[src/rtl/branch_pkg.sv]
// Shared definitions for the branch prediction slice: branch funct3 codes,
// 2-bit counter encodings and helpers for table field widths.
package branch_pkg;

  localparam logic [2:0] BEQ  = 3'b000;
  localparam logic [2:0] BNE  = 3'b001;
  localparam logic [2:0] BLT  = 3'b100;
  localparam logic [2:0] BGE  = 3'b101;
  localparam logic [2:0] BLTU = 3'b110;
  localparam logic [2:0] BGEU = 3'b111;

  localparam logic [1:0] STRONG_NT = 2'd0;
  localparam logic [1:0] WEAK_NT   = 2'd1;
  localparam logic [1:0] WEAK_T    = 2'd2;
  localparam logic [1:0] STRONG_T  = 2'd3;

  // Entry = {valid, tag, target, counter}; index/tag split of a word-aligned PC
  function automatic int idx_width(input int entries);
    return $clog2(entries);
  endfunction

  function automatic int tag_width(input int xlen, input int entries);
    return xlen - $clog2(entries) - 2;
  endfunction

endpackage

[src/rtl/branch_target_table.sv]
// Direct-mapped branch target storage: two combinational read ports (IF lookup,
// EX training) and one synchronous write port with active-low clear.
module branch_target_table import branch_pkg::*; #(
  parameter int XLEN = 32,
  parameter int ENTRIES = 64,
  parameter int CNT_W = 2,
  parameter logic [CNT_W-1:0] CNT_INIT = '0,
  parameter int IDX_W = idx_width(ENTRIES),
  parameter int TAG_W = tag_width(XLEN, ENTRIES)
) (
  input  logic             clk,
  input  logic             reset,
  input  logic [IDX_W-1:0] lu_idx,
  output logic             lu_valid,
  output logic [TAG_W-1:0] lu_tag,
  output logic [XLEN-1:0]  lu_target,
  output logic [CNT_W-1:0] lu_cnt,
  input  logic [IDX_W-1:0] ex_idx,
  output logic             ex_valid,
  output logic [TAG_W-1:0] ex_tag,
  output logic [XLEN-1:0]  ex_target,
  output logic [CNT_W-1:0] ex_cnt,
  input  logic             wr_en,
  input  logic [IDX_W-1:0] wr_idx,
  input  logic [TAG_W-1:0] wr_tag,
  input  logic [XLEN-1:0]  wr_target,
  input  logic [CNT_W-1:0] wr_cnt
);

  logic             valid_reg  [ENTRIES];
  logic [CNT_W-1:0] cnt_reg    [ENTRIES];
  logic [TAG_W-1:0] tag_mem    [ENTRIES];
  logic [XLEN-1:0]  target_mem [ENTRIES];
  logic [ENTRIES-1:0] wr_sel;

  genvar gi;
  generate
    for (gi = 0; gi < ENTRIES; gi++) begin : g_sel
      assign wr_sel[gi] = wr_en && (wr_idx == IDX_W'(gi));
    end
  endgenerate

  // Valid bits and counters need a clear; tag/target stay plain RAM
  always_ff @(posedge clk) begin
    for (int i = 0; i < ENTRIES; i++) begin
      if (!reset) begin
        valid_reg[i] <= 1'b0;
        cnt_reg[i]   <= CNT_INIT;
      end else if (wr_sel[i]) begin
        valid_reg[i] <= 1'b1;
        cnt_reg[i]   <= wr_cnt;
      end
    end
  end

  always_ff @(posedge clk) begin
    if (reset && wr_en) begin
      tag_mem[wr_idx]    <= wr_tag;
      target_mem[wr_idx] <= wr_target;
    end
  end

  assign lu_valid  = valid_reg[lu_idx];
  assign lu_tag    = tag_mem[lu_idx];
  assign lu_target = target_mem[lu_idx];
  assign lu_cnt    = cnt_reg[lu_idx];
  assign ex_valid  = valid_reg[ex_idx];
  assign ex_tag    = tag_mem[ex_idx];
  assign ex_target = target_mem[ex_idx];
  assign ex_cnt    = cnt_reg[ex_idx];

endmodule

[src/rtl/branch_predict_unit.sv]
// Branch resolution and prediction: IF-stage table lookup, EX-stage compare,
// mispredict redirect/flush, table training and statistics.
module branch_predict_unit import branch_pkg::*; #(
  parameter int XLEN = 32,
  parameter int ENTRIES = 64,
  parameter int CNT_W = 2,
  parameter int STAT_W = 32,
  parameter int PRED_EN = 1
) (
  input  logic              clk,
  input  logic              reset,
  input  logic [XLEN-1:0]   IF_PC,
  output logic              IF_BPred,
  output logic              IF_BPredValid,
  output logic [XLEN-1:0]   IF_BPredTarget,
  input  logic              ID_EX_Valid,
  input  logic              ID_EX_Branch,
  input  logic              ID_EX_Jump,
  input  logic [2:0]        ID_EX_funct3,
  input  logic [XLEN-1:0]   ID_EX_PC,
  input  logic [XLEN-1:0]   ResultA,
  input  logic [XLEN-1:0]   ResultB,
  input  logic [XLEN-1:0]   ALUResult,
  input  logic              ID_EX_BPred,
  input  logic              ID_EX_BPredValid,
  input  logic [XLEN-1:0]   ID_EX_BPredTarget,
  output logic              PCSrc,
  output logic [XLEN-1:0]   PC_Branch,
  output logic [XLEN-1:0]   Rd_data,
  output logic              IF_ID_Flush,
  output logic              ID_EX_Flush,
  output logic [STAT_W-1:0] branch_count,
  output logic [STAT_W-1:0] mispredict_count
);

  localparam int IDX_W = idx_width(ENTRIES);
  localparam int TAG_W = tag_width(XLEN, ENTRIES);
  localparam logic [CNT_W-1:0] CNT_MAX     = '1;
  localparam logic [CNT_W-1:0] CNT_WEAK_T  = CNT_W'(1) << (CNT_W - 1);
  localparam logic [CNT_W-1:0] CNT_WEAK_NT = CNT_WEAK_T - CNT_W'(1);
  localparam logic PRED_ON = (PRED_EN != 0);

  logic [IDX_W-1:0] if_idx, ex_idx;
  logic [TAG_W-1:0] if_tag, ex_pc_tag, lu_tag, ex_tag;
  logic [XLEN-1:0]  lu_target, ex_target, wr_target;
  logic [CNT_W-1:0] lu_cnt, ex_cnt, wr_cnt;
  logic lu_valid, ex_valid, wr_en;
  logic if_hit, ex_hit, cond_taken, taken, pred_taken, resolve, mispredict;
  logic [STAT_W-1:0] branch_count_reg, branch_count_next;
  logic [STAT_W-1:0] mispredict_count_reg, mispredict_count_next;
  logic unused_pc_bits;

  assign if_idx    = IF_PC[IDX_W+1:2];
  assign if_tag    = IF_PC[XLEN-1:IDX_W+2];
  assign ex_idx    = ID_EX_PC[IDX_W+1:2];
  assign ex_pc_tag = ID_EX_PC[XLEN-1:IDX_W+2];
  assign unused_pc_bits = &{1'b0, IF_PC[1:0]};

  branch_target_table #(
    .XLEN(XLEN), .ENTRIES(ENTRIES), .CNT_W(CNT_W), .CNT_INIT(CNT_WEAK_NT)
  ) u_table (
    .clk(clk), .reset(reset),
    .lu_idx(if_idx), .lu_valid(lu_valid), .lu_tag(lu_tag),
    .lu_target(lu_target), .lu_cnt(lu_cnt),
    .ex_idx(ex_idx), .ex_valid(ex_valid), .ex_tag(ex_tag),
    .ex_target(ex_target), .ex_cnt(ex_cnt),
    .wr_en(wr_en), .wr_idx(ex_idx), .wr_tag(ex_pc_tag),
    .wr_target(wr_target), .wr_cnt(wr_cnt)
  );

  assign if_hit         = PRED_ON && reset && lu_valid && (lu_tag == if_tag);
  assign IF_BPredValid  = if_hit;
  assign IF_BPred       = if_hit && lu_cnt[CNT_W-1];
  assign IF_BPredTarget = if_hit ? lu_target : '0;

  always_comb begin
    cond_taken = 1'b0;
    case (ID_EX_funct3)
      BEQ:     cond_taken = (ResultA == ResultB);
      BNE:     cond_taken = (ResultA != ResultB);
      BLT:     cond_taken = ($signed(ResultA) < $signed(ResultB));
      BGE:     cond_taken = ($signed(ResultA) >= $signed(ResultB));
      BLTU:    cond_taken = (ResultA < ResultB);
      BGEU:    cond_taken = (ResultA >= ResultB);
      default: cond_taken = 1'b0;
    endcase
  end

  // Static not-taken mode ignores any prediction carried down the pipe
  assign resolve    = reset && ID_EX_Valid && (ID_EX_Branch || ID_EX_Jump);
  assign taken      = ID_EX_Jump || cond_taken;
  assign pred_taken = PRED_ON && ID_EX_BPredValid && ID_EX_BPred;
  assign mispredict = resolve && ((taken != pred_taken) ||
                      (taken && pred_taken && (ID_EX_BPredTarget != ALUResult)));

  assign PCSrc       = mispredict;
  assign IF_ID_Flush = mispredict;
  assign ID_EX_Flush = mispredict;
  assign PC_Branch   = !mispredict ? '0 : (taken ? ALUResult : ID_EX_PC + XLEN'(4));
  assign Rd_data     = (reset && ID_EX_Valid && ID_EX_Jump) ? ID_EX_PC + XLEN'(4) : '0;

  assign ex_hit = ex_valid && (ex_tag == ex_pc_tag);

  always_comb begin
    wr_en     = 1'b0;
    wr_target = ex_target;
    wr_cnt    = ex_cnt;
    if (PRED_ON && resolve && (ex_hit || taken)) begin
      wr_en = 1'b1;
      if (taken) wr_target = ALUResult;
      if (ID_EX_Jump)       wr_cnt = CNT_MAX;
      else if (!ex_hit)     wr_cnt = CNT_WEAK_T;
      else if (taken)       wr_cnt = (ex_cnt == CNT_MAX) ? ex_cnt : ex_cnt + CNT_W'(1);
      else                  wr_cnt = (ex_cnt == '0) ? ex_cnt : ex_cnt - CNT_W'(1);
    end
  end

  assign branch_count_next     = branch_count_reg + STAT_W'(resolve);
  assign mispredict_count_next = mispredict_count_reg + STAT_W'(mispredict);

  always_ff @(posedge clk) begin
    if (!reset) begin
      branch_count_reg     <= '0;
      mispredict_count_reg <= '0;
    end else begin
      branch_count_reg     <= branch_count_next;
      mispredict_count_reg <= mispredict_count_next;
    end
  end

  assign branch_count     = branch_count_reg;
  assign mispredict_count = mispredict_count_reg;

endmodule

[config.mk]
export PLATFORM = sky130hd
export DESIGN_NAME = branch_predict_unit
export DESIGN_NICKNAME = d
export VERILOG_FILES = /design/src/rtl/branch_pkg.sv /design/src/rtl/branch_target_table.sv /design/src/rtl/branch_predict_unit.sv
export SDC_FILE = /design/constraint.sdc
export NUM_CORES = 2
export LEC_CHECK = 0
export BUFFER_PORTS_ARGS = -buffer_cell sky130_fd_sc_hd__buf_2
export CELL_PAD_IN_SITES_DETAIL_PLACEMENT = 1
export CELL_PAD_IN_SITES_GLOBAL_PLACEMENT = 1
export CORE_MARGIN = 3
export CORE_UTILIZATION = 40
export DETAILED_ROUTE_END_ITERATION = 8
export PLACE_DENSITY_LB_ADDON = 0.1
export SKIP_LAST_GASP = 1
export SYNTH_ARGS = -nofsm -noshare
export SYNTH_HDL_FRONTEND = slang
export SYNTH_SLANG_ARGS = --single-unit
[constraint.sdc]
create_clock -name clk -period 21 [get_ports clk]
set_input_delay 2.1 -clock clk [delete_from_list [all_inputs] [get_ports clk]]
set_output_delay 2.1 -clock clk [all_outputs]
set_load 0.01 [all_outputs]
==> out/results.ini <==
[status]
outcome = completed

[layout]
final_util_pct = 45.7
num-fill-cells = 37861
regArea_mm2 = 0.115
layout.nets = 9047
drive_above_1_share_pct = 32.1
largest_reg_flops = 2048
areaGrowthSynthToFinish_pct = 13.5
multiInputGateArea_mm2 = 0.0500

[routing]
routedWlPerCell_um = 41.0
drcViolationCount = 0
final_antenna_net_count = 0
via_count = 92950
drtIter0Drc = 11946
wl_um = 601000
via_per_inst = 6.35
drt_first_pass_iters = 5

[placed_design]
hpwl_um = 345000
io_buffers = 364
routabilityCongestion = 0.809

[timing]
finalHoldViolCount = 0
fmax_mhz = 83.6
finClkSkew_ns = 0.0599
timing.hold.ws_ns = 0.522
post-route-period-util_pct = 56.9
worst_pin_slew_ns = 1.35
rsz0062_at_grt = false
slew_viol_final = 0
fin_crit_ns = 11.96
max_slew_margin_pct = 9.38
setup_tns_ns = 0
setup_viol = 0

[critical_path]
critPathMostFrequentCell = buf_4
required_ns = 18.90
r2r-start = u_table.tag_mem[24][21]$_DFFE_PP_
worst-setup-path-type = input port to output pin
critPathSlowestCell = nor4_1
cp-startpoint = IF_PC[3]
cp_cell_sequence = buf_8 > buf_4 > buf_4 > buf_4 > mux4_2 > mux4_2 > mux4_2 > xor2_1 > nor4_1 > buf_4 > nand4_1 > nor3_1 > nand2_2 > buf_4 > a211oi_1 > buf_2
worstSetupStartpointType = input port
path_max_fanout = 46
worst_ep_arrival_time_ns = 9.86
slowest_delay_ns = 0.90
endpoint_kind = output pin

[synthesis]
syn_nets = 8515
ys_top_cells_by_area = edfxtp_1 68%, mux4_2 19%, mux2i_1 2.8%
yosysMostFrequentCell = edfxtp_1
synthDistinctLibCells = 85
syn_inst = 8272
synth_edf_count = 3775
ys_ff_latch = 3840
netlist.area_leader.share_pct = 67.8
yosysSeqAreaShare_pct = 68.6
synth-async-reset-ratio_pct = 0
synth_commonest_cells = 3775 x edfxtp_1, 1378 x mux4_2, 470 x mux2i_1
syn_area_per_cell_um2 = 20.2
synthFlopType = edfxtp_1
syn_area_mm2 = 0.167
yosysTopAreaCell = edfxtp_1
yosysWarnings = 0

[floorplan]
dieArea_mm2 = 0.426
core-area_mm2 = 0.415
fp.dieH_um = 653
die_w_um = 653
start_util_pct = 40.3
pin_count = 367
rows = 236

[cts]
worstSkewPairLatency_ns = 0.98
numCtsBuffers = 425
cts_tree = yes
post_cts_resized = 0
clkTransAtPathRegs_ns = 0.06
postCtsSetupRepairBufs = 0
cts_hold_buf = 0
cts_max_path_buffers = 4
cts_sinks = 3840
htree_levels = 5
root_buffer = clkbuf_16

[global_route]
grt_usage_pct = 27.8
grt_pass1_wl_um = 815000
antenna_found_initial = 36
grt-ovfl-total = 0
grt_max_degree = 194
grt_pass1_vias = 96267

[worst_hold_path]
hold_path_startpoint = u_table.valid_reg[32]$_DFF_P_
min-delay-path-class = register to register

[flow_run]
drv_cap = 0

[power]
p_leak_nw = 60.6
peakVddDrop_uv = 68.0
power.density_mw_per_mm2 = 89.7

==> final cells by class <==
cell class	count	share of cell area [%]
multi-input cells	3775	26.3
diodes	6	0.00791
flip-flops and latches	3840	60.4
well taps	5474	3.61
clock inverters	263	1.21
clock buffers	519	5.88
repair buffers	704	2.43
inverters	58	0.116
==> placed cells by master (no fill, tap or decap), types with 21 or more instances in the layout <==
cell / synthesis / layout
nor2_1: 300 / 232
and2_1: 71 / 69
nor4_2: 60 / 70
mux4_2: 1378 / 1378
a22oi_1: 193 / 193
xor2_1: 29 / 29
clkbuf_16: 0 / 432
dfxtp_1: 65 / 65
and3_1: 23 / 23
o22ai_1: 26 / 26
mux2i_1: 470 / 469
a211oi_1: 57 / 57
clkinv_1: 3 / 118
o31ai_1: 67 / 67
nor2_4: 0 / 67
buf_2: 79 / 354
nand4_1: 51 / 51
edfxtp_1: 3775 / 3775
clkbuf_1: 268 / 84
buf_4: 35 / 330
nor3_1: 79 / 21
inv_1: 53 / 53
bufinv_16: 0 / 33
nor3_2: 0 / 58
nand3_1: 129 / 128
xnor2_1: 139 / 138
nor2b_1: 53 / 45
clkinv_2: 0 / 74
nand2_1: 184 / 177
a21oi_1: 56 / 55
mux4_1: 43 / 43
o21ai_0: 102 / 102
ha_1: 41 / 41
==> routing by layer <==
layer  vias up  GRT usage [%]  share of wire (%)
met4         6           10.2                4.2
met2      4163           45.7                 48
li1      36174              -                  -
met1     51666           37.9                 41
met5         -              0             0.0075
met3       941           3.88                6.8
==> where the power goes <==
part	switching [mW]	internal, mW
sequential	0.0136	8.44
clock	3.15	4.18
combinational	0.796	0.443
total	3.96	13.1
==> logic make-up after synthesis <==
kind of cell,synth area share [%]
simple gates,3.29
flops,68.6
buf+inv,2.14
compound gates,2.58
fa+ha+maj,0.307
mux,22.2
xor+xnor,0.880
==> worst max-delay path, delay by kind of cell <==
family | cells | cell delay [ns]
buf+inv | 7 | 3.71
mux | 3 | 1.61
simple gates | 4 | 1.39
compound gates | 1 | 0.60
xor+xnor | 1 | 0.18
==> through the flow <==
| step | power, mW | std cells | worst slack [ns] | cell area (µm²) |
|---|---|---|---|---|
| 2_1_floorplan | 9.31 | 8272 | 12.83 | 167000 |
| 3_3_place_gp | 9.84 | 13851 | 9.11 | 176000 |
| 3_5_place_dp | 9.86 | 13851 | 9.13 | 176000 |
| 4_1_cts | 17.1 | 14633 | 9.12 | 190000 |
| 5_1_grt | 17.5 | 14635 | 8.87 | 190000 |
| 6_report | 17.0 | 14639 | 9.04 | 190000 |
==> worst paths after layout <==
path                                       to  slack [ns]  cells after the start
min reg2reg     u_table.valid_reg[32]$_DFF_P_        0.52                      2
max                        IF_BPredTarget[17]        9.04                     16
min             u_table.valid_reg[32]$_DFF_P_        0.52                      2
max reg2reg  u_table.tag_mem[36][6]$_DFFE_PP_       14.89                     13
No activity file was read; power rests on OpenSTA's default activity.
